**src/rtl/elevator_scan_ctrl.sv**
```systemverilog
// Single-car SCAN elevator controller: latches floor requests into a bitmap, serves
// them while keeping direction, models per-floor travel time and a timed door dwell.
module elevator_scan_ctrl #(
   parameter  int NUM_FLOORS    = 8,
   parameter  int TRAVEL_CYCLES = 100,
   parameter  int DOOR_CYCLES   = 50,
   localparam int FLOOR_W       = (NUM_FLOORS > 2) ? $clog2(NUM_FLOORS) : 1,
   localparam int CNT_W         = $clog2(((TRAVEL_CYCLES > DOOR_CYCLES) ? TRAVEL_CYCLES
                                                                         : DOOR_CYCLES) + 1)
) (
   input  logic                  clk,
   input  logic                  reset_n,
   input  logic                  req_valid,
   input  logic [FLOOR_W-1:0]    req_floor,
   output logic [FLOOR_W-1:0]    current_floor,
   output logic                  up,
   output logic                  down,
   output logic                  stop,
   output logic                  door_open,
   output logic [NUM_FLOORS-1:0] pending,
   output logic [CNT_W-1:0]      counter
);

   typedef enum logic [1:0] {IDLE, MOVE_UP, MOVE_DOWN, DOOR_OPEN} state_t;
   typedef enum logic {DIR_UP, DIR_DOWN} dir_t;

   localparam logic [NUM_FLOORS-1:0] ONE         = NUM_FLOORS'(1);
   localparam logic [CNT_W-1:0]      TRAVEL_LAST = CNT_W'(TRAVEL_CYCLES - 1);
   localparam logic [CNT_W-1:0]      DOOR_LAST   = CNT_W'(DOOR_CYCLES - 1);

   state_t                  state_q, state_d;
   dir_t                    dir_q, dir_d;
   logic [FLOOR_W-1:0]      floor_q, floor_d, floor_step;
   logic [CNT_W-1:0]        cnt_q, cnt_d;
   logic [NUM_FLOORS-1:0]   pend_q, pend_d;
   logic [NUM_FLOORS-1:0]   req_bit, cur_bit, arr_bit, ahead, clr_bit;

   function automatic logic [NUM_FLOORS-1:0] floor_bit(input logic [FLOOR_W-1:0] f);
      return ONE << f;
   endfunction

   function automatic logic [NUM_FLOORS-1:0] below_of(input logic [FLOOR_W-1:0] f);
      return floor_bit(f) - ONE;
   endfunction

   function automatic logic [NUM_FLOORS-1:0] above_of(input logic [FLOOR_W-1:0] f);
      return ~(below_of(f) | floor_bit(f));
   endfunction

   // A floor index outside the car's range shifts the one-hot out entirely,
   // so out-of-range requests vanish without an explicit compare.
   assign req_bit    = req_valid ? floor_bit(req_floor) : '0;
   assign cur_bit    = floor_bit(floor_q);
   assign floor_step = (state_q == MOVE_UP) ? floor_q + FLOOR_W'(1) : floor_q - FLOOR_W'(1);

   always_comb begin
      // NOTE: every variable gets a default first so no path leaves it unassigned
      // and no latch is inferred.
      state_d = state_q;
      dir_d   = dir_q;
      floor_d = floor_q;
      cnt_d   = cnt_q;
      clr_bit = '0;
      arr_bit = '0;
      ahead   = '0;

      unique case (state_q)
         IDLE: begin
            cnt_d = '0;
            if (|pend_q) begin
               if (|(pend_q & cur_bit)) begin
                  state_d = DOOR_OPEN;
                  clr_bit = cur_bit;
               end else if (dir_q == DIR_UP && |(pend_q & above_of(floor_q))) begin
                  state_d = MOVE_UP;
               end else if (|(pend_q & below_of(floor_q))) begin
                  state_d = MOVE_DOWN;
                  dir_d   = DIR_DOWN;
               end else begin
                  state_d = MOVE_UP;
                  dir_d   = DIR_UP;
               end
            end
         end
         MOVE_UP, MOVE_DOWN: begin
            if (cnt_q == TRAVEL_LAST) begin
               floor_d = floor_step;
               cnt_d   = '0;
               arr_bit = floor_bit(floor_step);
               ahead   = (state_q == MOVE_UP) ? above_of(floor_step) : below_of(floor_step);
               if (|(pend_q & arr_bit)) begin
                  state_d = DOOR_OPEN;
                  clr_bit = arr_bit;
               end else if (!(|(pend_q & ahead))) begin
                  state_d = IDLE;
               end
            end else begin
               cnt_d = cnt_q + CNT_W'(1);
            end
         end
         DOOR_OPEN: begin
            // A call for this floor while open keeps the door open and is never latched.
            clr_bit = cur_bit;
            if (|(req_bit & cur_bit)) begin
               cnt_d = '0;
            end else if (cnt_q == DOOR_LAST) begin
               state_d = IDLE;
               cnt_d   = '0;
            end else begin
               cnt_d = cnt_q + CNT_W'(1);
            end
         end
      endcase

      pend_d = (pend_q | req_bit) & ~clr_bit;
   end

   always_ff @(posedge clk or negedge reset_n) begin
      if (!reset_n) begin
         state_q <= IDLE;
         dir_q   <= DIR_UP;
         floor_q <= '0;
         cnt_q   <= '0;
         pend_q  <= '0;
      end else begin
         // NOTE: non-blocking assignments so every register updates from the
         // same pre-edge values regardless of statement order.
         state_q <= state_d;
         dir_q   <= dir_d;
         floor_q <= floor_d;
         cnt_q   <= cnt_d;
         pend_q  <= pend_d;
      end
   end

   assign current_floor = floor_q;
   assign pending       = pend_q;
   assign counter       = cnt_q;
   assign up            = (state_q == MOVE_UP);
   assign down          = (state_q == MOVE_DOWN);
   assign stop          = (state_q == IDLE) || (state_q == DOOR_OPEN);
   assign door_open     = (state_q == DOOR_OPEN);

endmodule

```
**config.mk**
```make
export PLATFORM = sky130hd
export DESIGN_NAME = elevator_scan_ctrl
export DESIGN_NICKNAME = d
export VERILOG_FILES = /design/src/rtl/elevator_scan_ctrl.sv
export SDC_FILE = /design/constraint.sdc
export NUM_CORES = 1
export LEC_CHECK = 0
export CORE_MARGIN = 4
export CORE_UTILIZATION = 60
export CTS_CLUSTER_SIZE = 28
export DETAILED_ROUTE_END_ITERATION = 16
export GPL_ROUTABILITY_DRIVEN = 0
export GPL_TIMING_DRIVEN = 0
export PLACE_DENSITY = 0.88
export SLEW_MARGIN = 20
export SYNTH_ARGS = -nofsm -noshare
export SYNTH_HDL_FRONTEND = slang
export SYNTH_SLANG_ARGS = --single-unit
export TNS_END_PERCENT = 5
```
**constraint.sdc**
```tcl
create_clock -name clk -period 6.71 [get_ports clk]
set_clock_uncertainty 0.15 [all_clocks]
set_input_delay 1.342 -clock clk [delete_from_list [all_inputs] [get_ports clk]]
set_output_delay 1.342 -clock clk [all_outputs]
set_load 0.01 [all_outputs]
```
# Word level (Yosys, flattened, before mapping)
# Index checks and enable logic that the tools add are counted.
# totals
regBits	21
input_bits	6
out_inout_bits	22
wordCells	76
# classes
n_addsub	5
eq_ne	10
shift	3
muxes	23
bitwise_logic	16
n_reduce_logical	14
# op_table
op	count
$and A8 B8 Y8	7
$reduce_or A8 Y1	7
$mux W8	6
$not A8 Y8	3
$or A8 B8 Y8	3
$pmux W8 S3	1
$shl A1 B3 Y8 const A	3
$mux W7	3
$pmux W7 S3	1
$mux W2	9
$sub A8 B1 Y8 const B	2
$add A7 B1 Y7 const B	1
$eq A7 B6 Y1 const B	1
$eq A7 B7 Y1 const B	1
$ne A2 B2 Y1 const B	3
$pmux W2 S3	1
$reduce_and A5 Y1	1
$eq A2 B2 Y1 const B	2
$reduce_and A4 Y1	1
$add A3 B1 Y3 const B	1
$mux W3	1
$ne A3 B3 Y1 const B	1
$not A1 Y1	3
$sub A3 B1 Y3 const B	1
other kinds (8)	8

# Depth between registers and ports, before layout
# Gate-level depths: netlist (run 1).
# logic_depth
depth_word	13
ltp_mapped	18
mapped_depth_nobuf	16

# Worst setup path before layout (run 1)
# OpenSTA, ideal clock, no wires.
# synth_path
kind	reg-to-reg
from	register state_q[1]
to	register state_q[1]
setup_ps	125
t_arrival_ps	3871
required_time_ps	6435
slack_ps	2564
stages_incl_launch_ff	18
n_path_buf	1
period_less_slack_ps	4146
path_cell_list	dfrtp_1 -> inv_1 -> ha_1 -> buf_6 -> inv_1 -> fa_1 -> xnor2_1 -> xnor2_1 -> nand2_1 -> ha_1 -> nand3_1 -> ha_1 -> mux2_4 -> a222oi_1 -> o211ai_1 -> o211ai_2 -> nand4b_2 -> mux2_4
# synth_between
elab_chain_cells	11
elab_cells_between_ends	24
classes_between	1 x add/sub; 8 x eq/ne; 1 x shift; 5 x mux; 4 x bitwise; 5 x reduce/logical
# synth_lines
item	line_no	rtl
start: declaration	31	state_t state_q, state_d;
start signal: assignment	128	state_q <= state_d;
$eq A2 B1 Y1 *	-	
net up	16	output logic up,
$mux W3	54	assign floor_step = (state_q == MOVE_UP) ? floor_q + FLOOR_W'(1) : floor_q - FLOOR_W'(1);
$shl A1 B3 Y8	39	return ONE << f;
$sub A8 B1 Y8	43	return floor_bit(f) - ONE;
$or A8 B8 Y8	47	return ~(below_of(f) | floor_bit(f));
$not A8 Y8	47	
$mux W8	90	ahead = (state_q == MOVE_UP) ? above_of(floor_step) : below_of(floor_step);
$and A8 B8 Y8	94	end else if (!(|(pend_q & ahead))) begin
$reduce_or A8 Y1	94	
$ne A3 B3 Y1 (no line)	-	
$reduce_and A5 Y1 (no line)	-	
# Mark *: on every way through the listed nets, which the timed path passes. The rest lies on a longest branch. The select of a mux whose other input is x is not followed.
# A chain may end at the register's enable or synchronous reset.

# Final worst setup path (run 1)
# layout_path
from	register state_q[1]
to	register state_q[1]
# layout_between
elab_chain_cells	11
elab_cells_between_ends	24
classes_between	1 x add/sub; 8 x eq/ne; 1 x shift; 5 x mux; 4 x bitwise; 5 x reduce/logical
# layout_lines
item	line_no
$eq A2 B1 Y1	54, 67, 90
$mux W3	54
$shl A1 B3 Y8	39
$sub A8 B1 Y8	43
$or A8 B8 Y8	47
$not A8 Y8	47
$mux W8	90
$and A8 B8 Y8	94
$reduce_or A8 Y1	94
$ne A3 B3 Y1 (no line)	-
$reduce_and A5 Y1 (no line)	-
# Several ways; a longest one is shown, not always the timed one. The select of a mux whose other input is x is not followed.

==> results.py, run 1 <==
metrics = {
    "synthesis": {
        "yosysTopAreaCell": "dfrtp_1",
        "netlist_top_cells_area": "dfrtp_1, ha_1, nand2_1",
        "synth-edff-count": 0,
        "netlist_area_um2": 2048,
        "ys_types": 51,
        "synth-seq-cells": 21,
        "synthFlopType": "dfrtp_1",
        "async_flop_share": 1.000,
        "yosysWarnings": 0,
        "syn-num-nets": 263,
        "seq_area_frac_synth": 0.2566,
        "synth_area_per_cell_um2": 8.983,
        "synth_top_area_frac": 0.2566,
        "synthCells": 228,
    },
    "run": {
        "drv_cap": 0,
    },
    "critical_path": {
        "endpoint_kind": "flip-flop",
        "required_ps": 6770,
        "critical_path_class": "flip-flop to flip-flop",
        "cp_max_fo": 9,
        "start_kind": "flip-flop",
        "critPathArrivalTime_ps": 4750,
    },
    "layout": {
        "final_core_util": 0.7611,
        "diodes": 0,
        "drive_above_1_share": 0.07722,
        "final_nets": 295,
        "syn_to_final_growth_pct": 17.17,
    },
    "routing": {
        "drc": 0,
        "first_iter_violations": 410,
        "ant_nets": 0,
        "wl_um": 5309,
        "vias": 1958,
        "dr.pass1.iters": 5,
        "routedWlPerCell_um": 17.52,
        "viasPerCell": 6.462,
    },
    "sta": {
        "drv_slew": 0,
        "setup_viol": 0,
        "fin_tns_setup_ps": 0,
        "rsz0062_at_grt": "false",
        "finalCritPeriodShare": 0.6979,
        "hold_viol": 0,
        "fmax_ghz": 0.2135,
        "finalCriticalPeriod_ps": 4683,
        "hold_ws_ps": 376.5,
        "worst_pin_slew_ps": 942.1,
        "max-slew-margin-rel": 0.3699,
    },
    "cts": {
        "clkTransAtPathRegs_ps": 120,
        "insertion_delay_ps": 310,
        "htreeDepth": 1,
        "tritoncts": "done",
        "clockRootBuffer": "clkbuf_4",
        "ctsLongestPathBuffers": 2,
        "ctsHoldBuffers": 0,
        "clkSinkCount": 21,
        "post_cts_resized": 0,
        "post_cts_buffers": 0,
        "numCtsBuffers": 3,
    },
    "grt": {
        "groute.usage.overall": 0.2684,
        "grt_pass1_vias": 1848,
        "grt_first_pass_wirelength_um": 8942,
        "grt_max_degree": 22,
        "grt.overflow.total": 0,
        "grt_antenna_before_repair": 0,
    },
    "floorplanning": {
        "die_area_um2": 4412,
        "core-area_um2": 3153,
        "start_util": 0.6496,
        "boundaryPins": 28,
        "dieHeight_um": 66.43,
        "fp-row-count": 20,
        "die_w_um": 66.43,
    },
    "power": {
        "p_total_w": 0.0002257,
        "ir_drop_mv": 0.09696,
        "pwr_density_cell_nw_per_um2": 94.05,
        "power_leakage_nw": 1.010,
    },
    "status": {
        "status": "completed",
    },
    "place": {
        "portBuffers": 27,
        "dp_hpwl_um": 3965,
    },
    "min_path": {
        "worstHoldPathType": "flip-flop to flip-flop",
    },
}
==> flip-flops by register name, indices dropped and copies added (netlist names) <==
| register | flops |
|---|---|
| current_floor | 3 |
| state_q | 2 |
| pending | 8 |
| counter | 7 |
| dir_q | 1 |
==> layout by cell type (no fill, tap or decap), drive strengths merged, types with 2 or more instances in the layout <==
cell type and count:
dfrtp 21, a21o 2, a22oi 7, a221oi 5
xor2 4, o21ai 6, a222oi 3, a211oi 2
or3 2, nand2 24, clkdlybuf4s50 27, nor3 4
xnor2 9, nor2b 4, nor4 3, a31oi 6
nand4 2, o211ai 2, mux2i 2, nand2b 5
mux4 2, nor2 15, buf 4, mux2 8
a21oi 8, ha 28, nand3 10, inv 16
and3 4, clkbuf 11
==> cell families after synthesis <==
family                   after synthesis  synth area share
buffers and inverters                 27           0.05742
adder cells (fa/ha/maj)               29            0.1808
AO/OA/AOI/OAI                         49            0.1723
flip-flops                            21            0.2566
multiplexers                          12           0.07941
AND/OR/NAND/NOR                       76            0.1869
XOR/XNOR                              14           0.06658
==> final cells by class <==
class	count	area [um^2]
multi-input cells	180	1405
plain buffers	11	57.56
fillers	251	753.2
flip-flops and latches	21	525.5
repair buffers	27	270.3
well taps	44	55.05
clock buffers	4	26.28
inverters	16	60.06
==> cell usage after synthesis (all sizes together) (2+ instances only) <==
| cell | number |
|---|---|
| ha | 28 |
| nand2 | 24 |
| dfrtp | 21 |
| inv | 16 |
| nor2 | 15 |
| nand3 | 10 |
| xnor2 | 9 |
| a21oi | 8 |
| mux2 | 8 |
| a22oi | 7 |
| clkbuf | 7 |
| a31oi | 6 |
| o21ai | 6 |
| a221oi | 5 |
| nand2b | 5 |
| and3 | 4 |
| buf | 4 |
| nor2b | 4 |
| nor3 | 4 |
| xor2 | 4 |
| a222oi | 3 |
| nor4 | 3 |
| a211oi | 2 |
| a21o | 2 |
| mux2i | 2 |
| mux4 | 2 |
| nand4 | 2 |
| o211ai | 2 |
| or3 | 2 |
==> power breakdown <==
group	internal (W)	switching, W	total [W]
Combinational	0.0000130	0.0000136	0.0000265
Sequential	0.000129	0.00000602	0.000135
Clock	0.0000233	0.0000408	0.0000641
==> critical path: stages, from the launching register on <==
cell      delay (ps)
dfrtp_1          440
inv_1            110
ha_1             190
buf_6            160
inv_1            100
fa_1             450
xnor2_1          180
xnor2_1          550
nand2_1          170
ha_1             260
nand3_1           90
ha_1             230
mux2_4           270
a222oi_1         350
o211ai_1         180
o211ai_2         180
nand4b_2         170
mux2_4           330
==> metal layers <==
metal | wire length, um | vias to the layer above | track usage
li1 | - | 888 | -
met1 | 2055 | 910 | 0.3608
met2 | 2536 | 139 | 0.4250
met3 | 604 | 21 | 0.05782
met4 | 113 | 0 | 0.08883
met5 | 0 | - | 0
==> per-stage QoR <==
stage                     area [um^2]  cells  worst slack, ps
after floorplan                  2048    228             2564
after global placement           2374    299             2128
after detailed placement         2374    299             2117
after CTS                        2400    303             2070
after global routing             2400    303             1733
final                            2400    303             2027
==> path summary, 6_finish.rpt <==
kind,startpoint,endpoint,slack [ps],depth (start not counted)
max,state_q[1],state_q[1],2030,17
min,counter[0],counter[0],380,1
max reg2reg,state_q[1],state_q[1],2030,17
min reg2reg,counter[0],counter[0],380,1
max in group asynchronous,reset_n,pending[4],4450,1
min in group asynchronous,reset_n,pending[0],1390,1
Power figures use the tool's default switching activity.
==> run 2, diff against run 1 <==
CORE_UTILIZATION = 50   (was 60)
PLACE_DENSITY = 0.79   (was 0.88)
clock period = 4.02 ns   (was 6.71 ns; I/O delays follow)
==> results.py, run 2 (synthesis gave the netlist of run 1 again) <==
metrics = {
    "status": {
        "status": "completed",
    },
    "critical_path": {
        "worstRegToRegCells": 16,
        "crit_top_cell": "ha_4",
        "crit_path_top_delay_cell": "fa_2",
        "slowest_delay_ps": 410,
        "cp_num_cells": 16,
        "endpoint_kind": "flip-flop",
        "critPathArrivalTime_ps": 3910,
        "critical_path_class": "flip-flop to flip-flop",
        "required_ps": 4040,
        "start_kind": "flip-flop",
        "critPathBufInv": 2,
        "cp_top_family": "adder cells",
        "cp_max_fo": 4,
        "crit_path_cell_trace": "inv_2 -> ha_4 -> inv_4 -> fa_2 -> xnor2_4 -> xnor2_4 -> nand2_2 -> ha_4 -> nand3_4 -> ha_4 -> mux2_4 -> a222oi_1 -> o211ai_1 -> o211ai_2 -> nand4b_4 -> mux2_4",
    },
    "place": {
        "portBuffers": 27,
        "dp_hpwl_um": 3787,
        "pre_cts_ws_ps": -446.0,
    },
    "grt": {
        "grt_pass1_vias": 1804,
        "grt.overflow.total": 0,
        "grt_max_degree": 22,
        "grt_antenna_before_repair": 0,
        "grt_first_pass_wirelength_um": 8556,
        "groute.usage.overall": 0.2085,
    },
    "floorplanning": {
        "dieHeight_um": 72.01,
        "die_w_um": 72.01,
        "fp-row-count": 23,
        "boundaryPins": 28,
        "core-area_um2": 3971,
        "start_util": 0.5158,
        "die_area_um2": 5185,
    },
    "routing": {
        "vias": 1886,
        "dr.pass1.iters": 5,
        "wl_um": 5269,
        "ant_nets": 0,
        "routedWlPerCell_um": 16.73,
        "drc": 0,
        "viasPerCell": 5.987,
        "first_iter_violations": 206,
    },
    "layout": {
        "final_core_util": 0.6553,
        "final_nets": 301,
        "diodes": 0,
        "final_cell_mix": "clkdlybuf4s50_1, ha_1, nand2_1, dfrtp_1, nor2_1",
        "largest_reg_flops": 8,
        "drive_above_1_share": 0.1623,
        "layout_commonest_cell": "clkdlybuf4s50_1",
        "syn_to_final_growth_pct": 27.06,
    },
    "power": {
        "p_int_w": 0.0003073,
        "switching_share": 0.2599,
        "seqPwrFrac": 0.542,
        "power_leakage_nw": 1.066,
        "ir_drop_mv": 0.2471,
        "p_total_w": 0.0004151,
        "combPwrFrac": 0.108,
        "pwr_density_cell_nw_per_um2": 159.5,
        "p_sw_w": 0.0001079,
        "pwr-share-clk": 0.351,
    },
    "sta": {
        "finalCriticalPeriod_ps": 3891,
        "hold_viol": 0,
        "drv_slew": 0,
        "finalCritPeriodShare": 0.9679,
        "worst_pin_slew_ps": 993.0,
        "fmax_ghz": 0.2570,
        "setup_viol": 0,
        "setup_ws_ps": 129.2,
        "max-slew-margin-rel": 0.3359,
        "fin_tns_setup_ps": 0,
    },
    "min_path": {
        "worstHoldPathType": "flip-flop to flip-flop",
        "hold_depth": 1,
    },
    "cts": {
        "htreeDepth": 1,
        "tritoncts": "done",
        "numCtsBuffers": 3,
        "clockRootBuffer": "clkbuf_8",
        "ctsLongestPathBuffers": 2,
        "clkTransAtPathRegs_ps": 80,
        "insertion_delay_ps": 270,
        "ctsHoldBuffers": 0,
        "clkSinkCount": 21,
    },
    "run": {
        "drv_cap": 0,
    },
}
## run 2: cell count changes in the layout (fill, tap and decap cells not counted), sizes merged
cell      before  now
clkinvlp       0    1
buf            4   13
clkbuf        11    7
## run 2: final cells by class
class / instances / area (um^2)
multi-input combinational: 180 / 1519
fill: 332 / 1369
sequential: 21 / 525.5
timing repair buffer: 37 / 349.1
inverter: 16 / 62.56
tap: 50 / 62.56
clock buffer: 3 / 41.29
buffer: 7 / 35.03
clock inverter: 1 / 7.507
## run 2: path summary, 6_finish.rpt
path	start	end	slack, ps
hold reg to reg	counter[0]	counter[0]	380
min in group asynchronous	reset_n	counter[6]	920
hold / removal	counter[0]	counter[0]	380
max in group asynchronous	reset_n	pending[1]	2190
setup / recovery	state_q[1]	state_q[1]	130
setup reg to reg	state_q[1]	state_q[1]	130
## run 2: layer usage
metal / vias to the layer above / global-route usage / routed length (um)
li1: 901 / - / -
met1: 881 / 0.2911 / 2219
met2: 86 / 0.3235 / 2496
met3: 18 / 0.03601 / 404
met4: 0 / 0.07933 / 148
met5: - / 0 / 0
## run 2: power by group through the flow
stage | Sequential, W | Combinational [W] | Clock (W)
2_1_floorplan | 0.000228 | 0.0000175 | 0
3_3_place_gp | 0.000229 | 0.0000439 | 0
3_5_place_dp | 0.000229 | 0.0000441 | 0
4_1_cts | 0.000225 | 0.0000446 | 0.000148
5_1_grt | 0.000226 | 0.0000486 | 0.000158
6_report | 0.000225 | 0.0000447 | 0.000146
## run 2: per-stage QoR
stage,cells,hold slack [ps],cell area (um^2)
final,315,376.6,2603
after global routing,315,417.9,2603
after CTS,311,378.4,2527
after detailed placement,305,363.1,2401
after global placement,305,353.0,2401
after floorplan,228,314.8,2068
## run 2: what timing repair did
action,4_1_cts,5_1_grt
cloned,0,0
setup endpoints to repair,2,2
buffers inserted,4,6
gates resized for setup,11,8
pin swaps,7,10
